## src/rtl/imm_decode_if.sv

```systemverilog
// Handshake bundle for imm_decode_stage: upstream instruction channel and downstream decoded-immediate channel.
interface imm_decode_if #(
   parameter int unsigned XLEN  = 32,
   parameter int unsigned TAG_W = 32
);
   logic              in_valid;
   logic              in_ready;
   logic [31:0]       in_instr;
   logic [TAG_W-1:0]  in_tag;
   logic              out_valid;
   logic              out_ready;
   logic [XLEN-1:0]   out_imm;
   logic [2:0]        out_fmt;
   logic              out_illegal;
   logic              out_rvc;
   logic [TAG_W-1:0]  out_tag;

   modport master (
      output in_valid, in_instr, in_tag, out_ready,
      input  in_ready, out_valid, out_imm, out_fmt, out_illegal, out_rvc, out_tag
   );

   modport slave (
      input  in_valid, in_instr, in_tag, out_ready,
      output in_ready, out_valid, out_imm, out_fmt, out_illegal, out_rvc, out_tag
   );
endinterface

```

## src/rtl/imm_decode_stage.sv

```systemverilog
// Immediate decode pipeline stage with a two-entry (output + skid) buffer and registered in_ready.
// Define IMM_DECODE_RVC_EN to add decode of a subset of RV32C compressed encodings.
module imm_decode_stage #(
   parameter int unsigned XLEN  = 32,
   parameter int unsigned TAG_W = 32
) (
   input  logic        clk,
   input  logic        rst,
   imm_decode_if.slave bus
);
   localparam logic [2:0] FMT_I    = 3'd0;
   localparam logic [2:0] FMT_S    = 3'd1;
   localparam logic [2:0] FMT_B    = 3'd2;
   localparam logic [2:0] FMT_U    = 3'd3;
   localparam logic [2:0] FMT_J    = 3'd4;
   localparam logic [2:0] FMT_NONE = 3'd5;

   typedef struct packed {
      logic [XLEN-1:0]  imm;
      logic [2:0]       fmt;
      logic             illegal;
`ifdef IMM_DECODE_RVC_EN
      logic             rvc;
`endif
      logic [TAG_W-1:0] tag;
   } entry_t;

   typedef enum logic [1:0] {
      EMPTY = 2'd0,
      ONE   = 2'd1,
      FULL  = 2'd2
   } state_t;

   state_t             state;
   state_t             state_nxt;
   entry_t             dec;
   entry_t             out_q;
   entry_t             skid_q;
   logic               in_ready_q;
   logic               out_valid_q;
   logic               in_ready_nxt;
   logic               out_valid_nxt;
   logic               load_out;
   logic               load_skid;
   logic               out_from_skid;
   logic               in_xfer;
   logic               out_xfer;
   logic [31:0]        ins;
   logic signed [31:0] imm32;

   assign ins      = bus.in_instr;
   assign in_xfer  = bus.in_valid & in_ready_q;
   assign out_xfer = out_valid_q & bus.out_ready;

   // Format classification and 32-bit sign-extended immediate, widened to XLEN at the end
   always_comb begin
      dec         = '0;
      imm32       = '0;
      dec.fmt     = FMT_NONE;
      dec.illegal = 1'b0;
      dec.tag     = bus.in_tag;
      case (ins[6:0])
         7'b0000011, 7'b0001111, 7'b0010011, 7'b1100111, 7'b1110011: begin
            dec.fmt = FMT_I;
            imm32   = 32'($signed(ins[31:20]));
         end
         7'b0100011: begin
            dec.fmt = FMT_S;
            imm32   = 32'($signed({ins[31:25], ins[11:7]}));
         end
         7'b1100011: begin
            dec.fmt = FMT_B;
            imm32   = 32'($signed({ins[31], ins[7], ins[30:25], ins[11:8], 1'b0}));
         end
         7'b0010111, 7'b0110111: begin
            dec.fmt = FMT_U;
            imm32   = $signed({ins[31:12], 12'h000});
         end
         7'b1101111: begin
            dec.fmt = FMT_J;
            imm32   = 32'($signed({ins[31], ins[19:12], ins[20], ins[30:21], 1'b0}));
         end
         7'b0110011: dec.fmt = FMT_NONE;
         default:    dec.illegal = 1'b1;
      endcase
`ifdef IMM_DECODE_RVC_EN
      // Any 16-bit encoding is flagged rvc; unsupported ones fall through as illegal
      if (ins[1:0] != 2'b11) begin
         imm32       = '0;
         dec.fmt     = FMT_NONE;
         dec.illegal = 1'b1;
         dec.rvc     = 1'b1;
         case ({ins[1:0], ins[15:13]})
            5'b00_010: begin
               dec.fmt     = FMT_I;
               dec.illegal = 1'b0;
               imm32       = $signed(32'({ins[5], ins[12:10], ins[6], 2'b00}));
            end
            5'b00_110: begin
               dec.fmt     = FMT_S;
               dec.illegal = 1'b0;
               imm32       = $signed(32'({ins[5], ins[12:10], ins[6], 2'b00}));
            end
            5'b01_000, 5'b01_010: begin
               dec.fmt     = FMT_I;
               dec.illegal = 1'b0;
               imm32       = 32'($signed({ins[12], ins[6:2]}));
            end
            5'b01_011: begin
               if (ins[11:7] != 5'd0 && ins[11:7] != 5'd2) begin
                  dec.fmt     = FMT_U;
                  dec.illegal = 1'b0;
                  imm32       = 32'($signed({ins[12], ins[6:2], 12'h000}));
               end
            end
            5'b01_101: begin
               dec.fmt     = FMT_J;
               dec.illegal = 1'b0;
               imm32       = 32'($signed({ins[12], ins[8], ins[10:9], ins[6], ins[7],
                                          ins[2], ins[11], ins[5:3], 1'b0}));
            end
            5'b01_110, 5'b01_111: begin
               dec.fmt     = FMT_B;
               dec.illegal = 1'b0;
               imm32       = 32'($signed({ins[12], ins[6:5], ins[2], ins[11:10], ins[4:3], 1'b0}));
            end
            default: ;
         endcase
      end
`endif
      dec.imm = XLEN'(imm32);
   end

   // Occupancy FSM: next state, register load controls, and next values of the registered handshakes
   always_comb begin
      state_nxt     = state;
      load_out      = 1'b0;
      load_skid     = 1'b0;
      out_from_skid = 1'b0;
      case (state)
         EMPTY: begin
            if (in_xfer) begin
               state_nxt = ONE;
               load_out  = 1'b1;
            end
         end
         ONE: begin
            if (in_xfer && !out_xfer) begin
               state_nxt = FULL;
               load_skid = 1'b1;
            end else if (!in_xfer && out_xfer) begin
               state_nxt = EMPTY;
            end else if (in_xfer && out_xfer) begin
               load_out  = 1'b1;
            end
         end
         FULL: begin
            if (out_xfer) begin
               state_nxt     = ONE;
               load_out      = 1'b1;
               out_from_skid = 1'b1;
            end
         end
         default: state_nxt = EMPTY;
      endcase
      in_ready_nxt  = (state_nxt != FULL);
      out_valid_nxt = (state_nxt != EMPTY);
   end

   always_ff @(posedge clk) begin
      if (rst) begin
         state       <= EMPTY;
         in_ready_q  <= 1'b1;
         out_valid_q <= 1'b0;
         out_q       <= '0;
         out_q.fmt   <= FMT_NONE;
      end else begin
         state       <= state_nxt;
         in_ready_q  <= in_ready_nxt;
         out_valid_q <= out_valid_nxt;
         if (load_out) begin
            out_q <= out_from_skid ? skid_q : dec;
         end
      end
   end

   // Skid contents are only meaningful in FULL, so they need no reset
   always_ff @(posedge clk) begin
      if (load_skid) begin
         skid_q <= dec;
      end
   end

   assign bus.in_ready    = in_ready_q;
   assign bus.out_valid   = out_valid_q;
   assign bus.out_imm     = out_q.imm;
   assign bus.out_fmt     = out_q.fmt;
   assign bus.out_illegal = out_q.illegal;
   assign bus.out_tag     = out_q.tag;
`ifdef IMM_DECODE_RVC_EN
   assign bus.out_rvc     = out_q.rvc;
`else
   assign bus.out_rvc     = 1'b0;
`endif

endmodule
```

## src/flat_wrapper.sv

```systemverilog
// flat-port wrapper written by rule: the top's interface ports become plain ports
module imm_decode_stage_flat 
#(
   parameter int unsigned XLEN  = 32,
   parameter int unsigned TAG_W = 32
)
  (clk, rst, bus_in_valid, bus_in_instr, bus_in_tag, bus_out_ready, bus_in_ready, bus_out_valid, bus_out_imm, bus_out_fmt, bus_out_illegal, bus_out_rvc, bus_out_tag);
  imm_decode_if #(.XLEN(XLEN), .TAG_W(TAG_W)) bus_i ();
  input  logic clk;
  input  logic rst;
  input wire logic [$bits(bus_i.in_valid)-1:0] bus_in_valid;
  input wire logic [$bits(bus_i.in_instr)-1:0] bus_in_instr;
  input wire logic [$bits(bus_i.in_tag)-1:0] bus_in_tag;
  input wire logic [$bits(bus_i.out_ready)-1:0] bus_out_ready;
  output wire logic [$bits(bus_i.in_ready)-1:0] bus_in_ready;
  output wire logic [$bits(bus_i.out_valid)-1:0] bus_out_valid;
  output wire logic [$bits(bus_i.out_imm)-1:0] bus_out_imm;
  output wire logic [$bits(bus_i.out_fmt)-1:0] bus_out_fmt;
  output wire logic [$bits(bus_i.out_illegal)-1:0] bus_out_illegal;
  output wire logic [$bits(bus_i.out_rvc)-1:0] bus_out_rvc;
  output wire logic [$bits(bus_i.out_tag)-1:0] bus_out_tag;
  assign bus_i.in_valid = bus_in_valid;
  assign bus_i.in_instr = bus_in_instr;
  assign bus_i.in_tag = bus_in_tag;
  assign bus_i.out_ready = bus_out_ready;
  assign bus_in_ready = bus_i.in_ready;
  assign bus_out_valid = bus_i.out_valid;
  assign bus_out_imm = bus_i.out_imm;
  assign bus_out_fmt = bus_i.out_fmt;
  assign bus_out_illegal = bus_i.out_illegal;
  assign bus_out_rvc = bus_i.out_rvc;
  assign bus_out_tag = bus_i.out_tag;
  imm_decode_stage #(.XLEN(XLEN), .TAG_W(TAG_W)) u_core (.clk(clk), .rst(rst), .bus(bus_i));
endmodule
```

## config.mk

```make
export PLATFORM = sky130hd
export DESIGN_NAME = imm_decode_stage_flat
export DESIGN_NICKNAME = d
export VERILOG_FILES = /design/src/rtl/imm_decode_if.sv /design/src/rtl/imm_decode_stage.sv /design/src/flat_wrapper.sv
export SDC_FILE = /design/constraint.sdc
export NUM_CORES = 1
export LEC_CHECK = 0
export ABC_AREA = 1
export BUFFER_PORTS_ARGS = -buffer_cell sky130_fd_sc_hd__buf_2
export CORE_ASPECT_RATIO = 0.75
export CORE_MARGIN = 3
export CORE_UTILIZATION = 40
export DETAILED_ROUTE_END_ITERATION = 6
export HOLD_SLACK_MARGIN = 0.08
export PLACE_DENSITY = 0.7
export SLEW_MARGIN = 0
export SYNTH_ARGS = -nofsm -noshare
export SYNTH_HDL_FRONTEND = slang
export SYNTH_SLANG_ARGS = --single-unit
```

## constraint.sdc

```tcl
create_clock -name clk -period 4.89 [get_ports clk]
set_input_delay 0.978 -clock clk [delete_from_list [all_inputs] [get_ports clk]]
set_output_delay 0.978 -clock clk [all_outputs]
set_load 0.01 [all_outputs]
```

-- Word level (Yosys, flattened, before mapping)
Cells that the tools add are included.
- logic and storage cells: 55
- bits in registers: 140
- output and inout bits: 71
- bitwise operators: 2
- reduce and logical (&&, ||, !) cells: 10
- muxes and demuxes: 18
- eq/ne operators: 14
- operators by type and width (operator ; count):
    32-bit case mux with 5 select lines ; 1
    68-bit 2-to-1 mux ; 1
    7-bit == test (second input constant) ; 4
    7-bit by 6-bit == test with 1-bit output (second input constant) ; 3
    3-bit case mux with 5 select lines ; 1
    7-bit by 5-bit == test with 1-bit output (second input constant) ; 2
    11-bit OR reduction ; 1
    1-bit 2-to-1 mux ; 9
    2-bit 2-to-1 mux ; 4
    7-bit by 2-bit == test with 1-bit output (second input constant) ; 1
    7-bit by 4-bit == test with 1-bit output (second input constant) ; 1
    2-bit case mux with 3 select lines ; 1
    5-bit OR reduction ; 1
    1-bit logical AND ; 3
    1-bit case mux with 3 select lines ; 1
    1-bit bitwise AND ; 2
    2-bit by 1-bit == test with 1-bit output (second input constant) ; 1
    2-bit == test (second input constant) ; 1
    1-bit zero test ; 2
    2-bit zero test ; 1
    2-bit inequality test (second input constant) ; 1
    2-bit nonzero test ; 1
    2-bit OR reduction ; 1

-- Longest topological paths before layout
- depth after elaboration: 7
- gate-level depth with buffers: 11
- depth with buffers taken out: 11

-- Least setup slack after synthesis
OpenSTA, ideal clock, no wires.
- kind: input -> register
- start: input bus_in_valid
- end: register u_core.skid_q[0] (netlist bit), enable pin
- slack: 0.306 ns
- required time: 4.393 ns
- data arrival time: 4.087 ns
- cell stages on the path: 4
- cell sequence: nand2_1 -> nor2_1 -> inv_1 -> nor2_1
- word-level cells in the longest chain between the ends: 4
- RTL lines (what ; RTL line ; RTL):
    start, declared ; flat_wrapper.sv:11 ; input wire logic [$bits(bus_i.in_valid)-1:0] bus_in_valid;
    1-bit bitwise AND ; imm_decode_stage.sv:52 ; assign in_xfer = bus.in_valid & in_ready_q;
    1-bit logical AND ; imm_decode_stage.sv:148 ; if (in_xfer && !out_xfer) begin
    1-bit 2-to-1 mux ; imm_decode_stage.sv:148 ;
    1-bit 2-to-1 mux ; imm_decode_stage.sv:140 ; case (state)
    net u_core.load_skid ; imm_decode_stage.sv:44 ; logic load_skid;
    end signal, assigned ; imm_decode_stage.sv:190 ; skid_q <= dec;
    end, declared ; imm_decode_stage.sv:38 ; entry_t skid_q;
The timed path passes the listed nets, and every way through them passes these cells.
A chain may end at the register's enable or synchronous reset.

-- Final worst setup path
- start: input bus_out_ready
- end: register u_core.out_q, in the netlist u_core.bus.out_imm[4]
- word-level cells in the longest chain between the ends: 6
- elaborated cells between the ends (all ways): 12
- classes of those cells: 7 x mux; 1 x bitwise; 4 x reduce/logical
- RTL lines (what ; RTL line ; RTL):
    start, declared ; flat_wrapper.sv:14 ; input wire logic [$bits(bus_i.out_ready)-1:0] bus_out_ready;
    1-bit bitwise AND (*) ; imm_decode_stage.sv:53 ; assign out_xfer = out_valid_q & bus.out_ready;
    1-bit logical AND ; imm_decode_stage.sv:153 ; end else if (in_xfer && out_xfer) begin
    1-bit 2-to-1 mux ; imm_decode_stage.sv:153 ;
    1-bit 2-to-1 mux ; imm_decode_stage.sv:151 ; end else if (!in_xfer && out_xfer) begin
    1-bit 2-to-1 mux ; imm_decode_stage.sv:148 ;
    1-bit case mux with 3 select lines ; imm_decode_stage.sv:140 ;
    end signal, assigned ; imm_decode_stage.sv:182 ; out_q <= out_from_skid ? skid_q : dec;
    end, declared ; imm_decode_stage.sv:37 ; entry_t out_q;
Every way passes the cells marked *; elsewhere a longest branch is shown, timed or not.

==> flow_metrics.py <==
metrics = {
    "status": {
        "status": "finished, final reports clean",
    },
    "sta": {
        "slew_violations": 0,
        "max_freq_mhz": 409,
        "finalClockSkew_ps": 12.1,
        "hold_viol": 0,
        "slew_headroom_pct": 31.2,
        "fin_crit_sh_pct": 50.0,
        "setup_viol": 0,
        "finalCriticalPeriod_ps": 2450,
        "tns_ps": 0,
        "timing.hold.ws_ps": 533,
        "worstMarginPinSlew_ps": 1030,
        "finalWorstSetupSlack_ps": 2440,
        "rsz0062_at_grt": "false",
    },
    "setup_path": {
        "crit_top_cell": "inv_1",
        "cp_max_fo": 101,
        "crit_arrival_ps": 2760,
        "crit_required_ps": 5200,
        "crit_path_top_delay_cell": "nand2_4",
        "crit_type": "input pin to flop",
        "crit_chain": "buf_2, nand3_4, nand2_4, o211ai_1, inv_1, nand2_1, inv_1",
        "cp-end-kind": "flop",
        "critPathMaxStageDelay_ps": 610,
        "critPathLaunchType": "input pin",
    },
    "synth": {
        "async_reset_ff_share_pct": 0,
        "synth_top_area_share_pct": 32.7,
        "yosysWarnings": 0,
        "synth_edf_count": 68,
        "synth_cell_type_count": 30,
        "syn_area_sq_um": 6240,
        "syn_avg_cell_area_sq_um": 9.06,
        "yosysSeqAreaShare_pct": 55.8,
        "synthCells": 689,
        "synth.top_cells.by_area": "edfxtp_1 33%, dfxtp_1 23%, nand2_1 9.9%",
        "ys_ff_latch": 140,
        "syn_nets": 757,
        "synth_largest_area_cell": "edfxtp_1",
        "synth_flop_cell": "dfxtp_1",
    },
    "pwr": {
        "p_per_area_nw_per_um2": 404,
        "power.total_mw": 3.08,
        "leakagePower_nw": 3.83,
        "peakVddDrop_uv": 213,
    },
    "floorplan": {
        "fp.dieW_um": 150,
        "row_count": 38,
        "start_util_pct": 42.0,
        "io_pins": 139,
        "die-height_um": 114,
        "die_area_sq_um": 17200,
        "coreArea_sq_um": 14900,
    },
    "cells_and_area": {
        "final_common_cell": "nand2_1",
        "layout_common_cells": "164 x nand2_1, 137 x buf_2, 95 x inv_1, 72 x dfxtp_1, 68 x edfxtp_1",
        "finalNetCount": 881,
        "final_cell_area_sq_um": 7610,
        "synthToLayoutAreaGrowth_pct": 21.9,
        "stdcell_count": 1026,
        "drive_gt1_share_pct": 29.7,
        "diodes": 0,
        "fin_util_pct": 51.2,
    },
    "detailed_routing": {
        "routed_wl_um": 15600,
        "vias": 4966,
        "routed_via_density": 4.84,
        "drt_first_pass_iters": 7,
        "wire_per_inst_um": 15.2,
        "drc": 0,
        "drtAntennaViolNets": 0,
        "initialDrtViolationCount": 383,
    },
    "cts": {
        "ctsLongestPathBuffers": 2,
        "worstSkewPairLatency_ps": 420,
        "clk_pin_slew_ps": 70,
        "cts_max_level": 4,
        "cts.repair.resized": 0,
        "postCtsSetupBuffers": 0,
        "clockRootBuffer": "clkbuf_16",
        "cts_tree": "yes",
        "cts_sinks": 140,
        "holdBufCountCts": 0,
        "cts_buffers": 17,
    },
    "placement": {
        "gp_congestion": 0.871,
        "port_buffers": 137,
        "dpl_worst_slack_ps": 2030,
        "placedCellCount": 994,
        "place_hpwl_um": 10300,
        "placed_area_sq_um": 7010,
    },
    "global_routing": {
        "use_met3_pct": 4.19,
        "busiest_layer": "met2",
        "gr-total-overflow": 0,
        "antenna_found_initial": 0,
        "grt_pass1_vias": 4703,
        "grt_pass1_wl_um": 24700,
        "grt_usage_pct": 18.5,
        "grt_max_degree": 102,
        "grt.met2_usage_pct": 27.9,
        "use_met1_pct": 26.6,
    },
    "run": {
        "maxCapViolCount": 0,
    },
    "worst_hold_path": {
        "hp-class": "flop to flop",
    },
}
## path summary, 6_finish.rpt
kind	from	to	slack, ps	depth (start not counted)
worst max-delay path	bus_out_ready	u_core.bus.out_imm[4]	2440	7
worst min register to register	u_core.skid_q[26]	u_core.bus.out_tag[26]	530	2
worst max register to register	u_core.state[1]	u_core.bus.out_tag[30]	2670	6
worst min-delay path	u_core.skid_q[26]	u_core.bus.out_tag[26]	530	2
## layer usage
| metal | wire length [um] | share of wire, % |
|---|---|---|
| met2 | 6940 | 44 |
| met4 | 191 | 1.2 |
| met5 | 0 | 0 |
| met1 | 7660 | 49 |
| met3 | 849 | 5.4 |
## where the power goes
part,internal [mW],total (mW),leakage (nW),switching [mW]
clock,0.770,1.31,0.286,0.544
combinational,0.148,0.399,2.30,0.251
sequential,1.33,1.37,1.24,0.0411
total,2.24,3.08,3.83,0.835
## worst max-delay path, delay by kind of cell
kind,cells,cell delay (ps)
AOI/OAI and AO/OA,1,490
buffers and inverters,3,240
and+or+nand+nor,3,1000
## state kept, by name, indices dropped and copies added, names as in the netlist
| register | count |
|---|---|
| u_core.bus.out_fmt | 3 |
| u_core.state | 2 |
| u_core.skid_q | 68 |
| u_core.bus.out_valid | 1 |
| u_core.bus.out_tag | 32 |
| u_core.bus.in_ready | 1 |
| u_core.bus.out_illegal | 1 |
| u_core.bus.out_imm | 32 |
## logic make-up after synthesis
| family | Yosys count | share of synthesized area, % |
|---|---|---|
| simple gates | 294 | 23.0 |
| other cells | 1 | 0.0601 |
| compound gates | 115 | 11.3 |
| buf+inv | 139 | 9.88 |
| flops | 140 | 55.8 |
## final cells by class
type,count,area (sq um)
tap,200,250
inverter,102,383
clock inverter,15,175
timing repair buffer,142,736
clock buffer,17,425
multi-input combinational,410,2160
fill,1431,7270
sequential,140,3480
## synthesized netlist by cell type, types with 10 or more instances
| cell | number |
|---|---|
| o211ai_1 | 33 |
| buf_2 | 10 |
| o21ai_0 | 36 |
| buf_6 | 10 |
| nand3_1 | 21 |
| nand3_2 | 11 |
| nor2_1 | 33 |
| edfxtp_1 | 68 |
| nand4_1 | 12 |
| or2_2 | 33 |
| clkbuf_1 | 14 |
| inv_1 | 96 |
| nand2_1 | 165 |
| a31oi_1 | 34 |
| dfxtp_1 | 72 |
(Power assumes the default switching activity.)
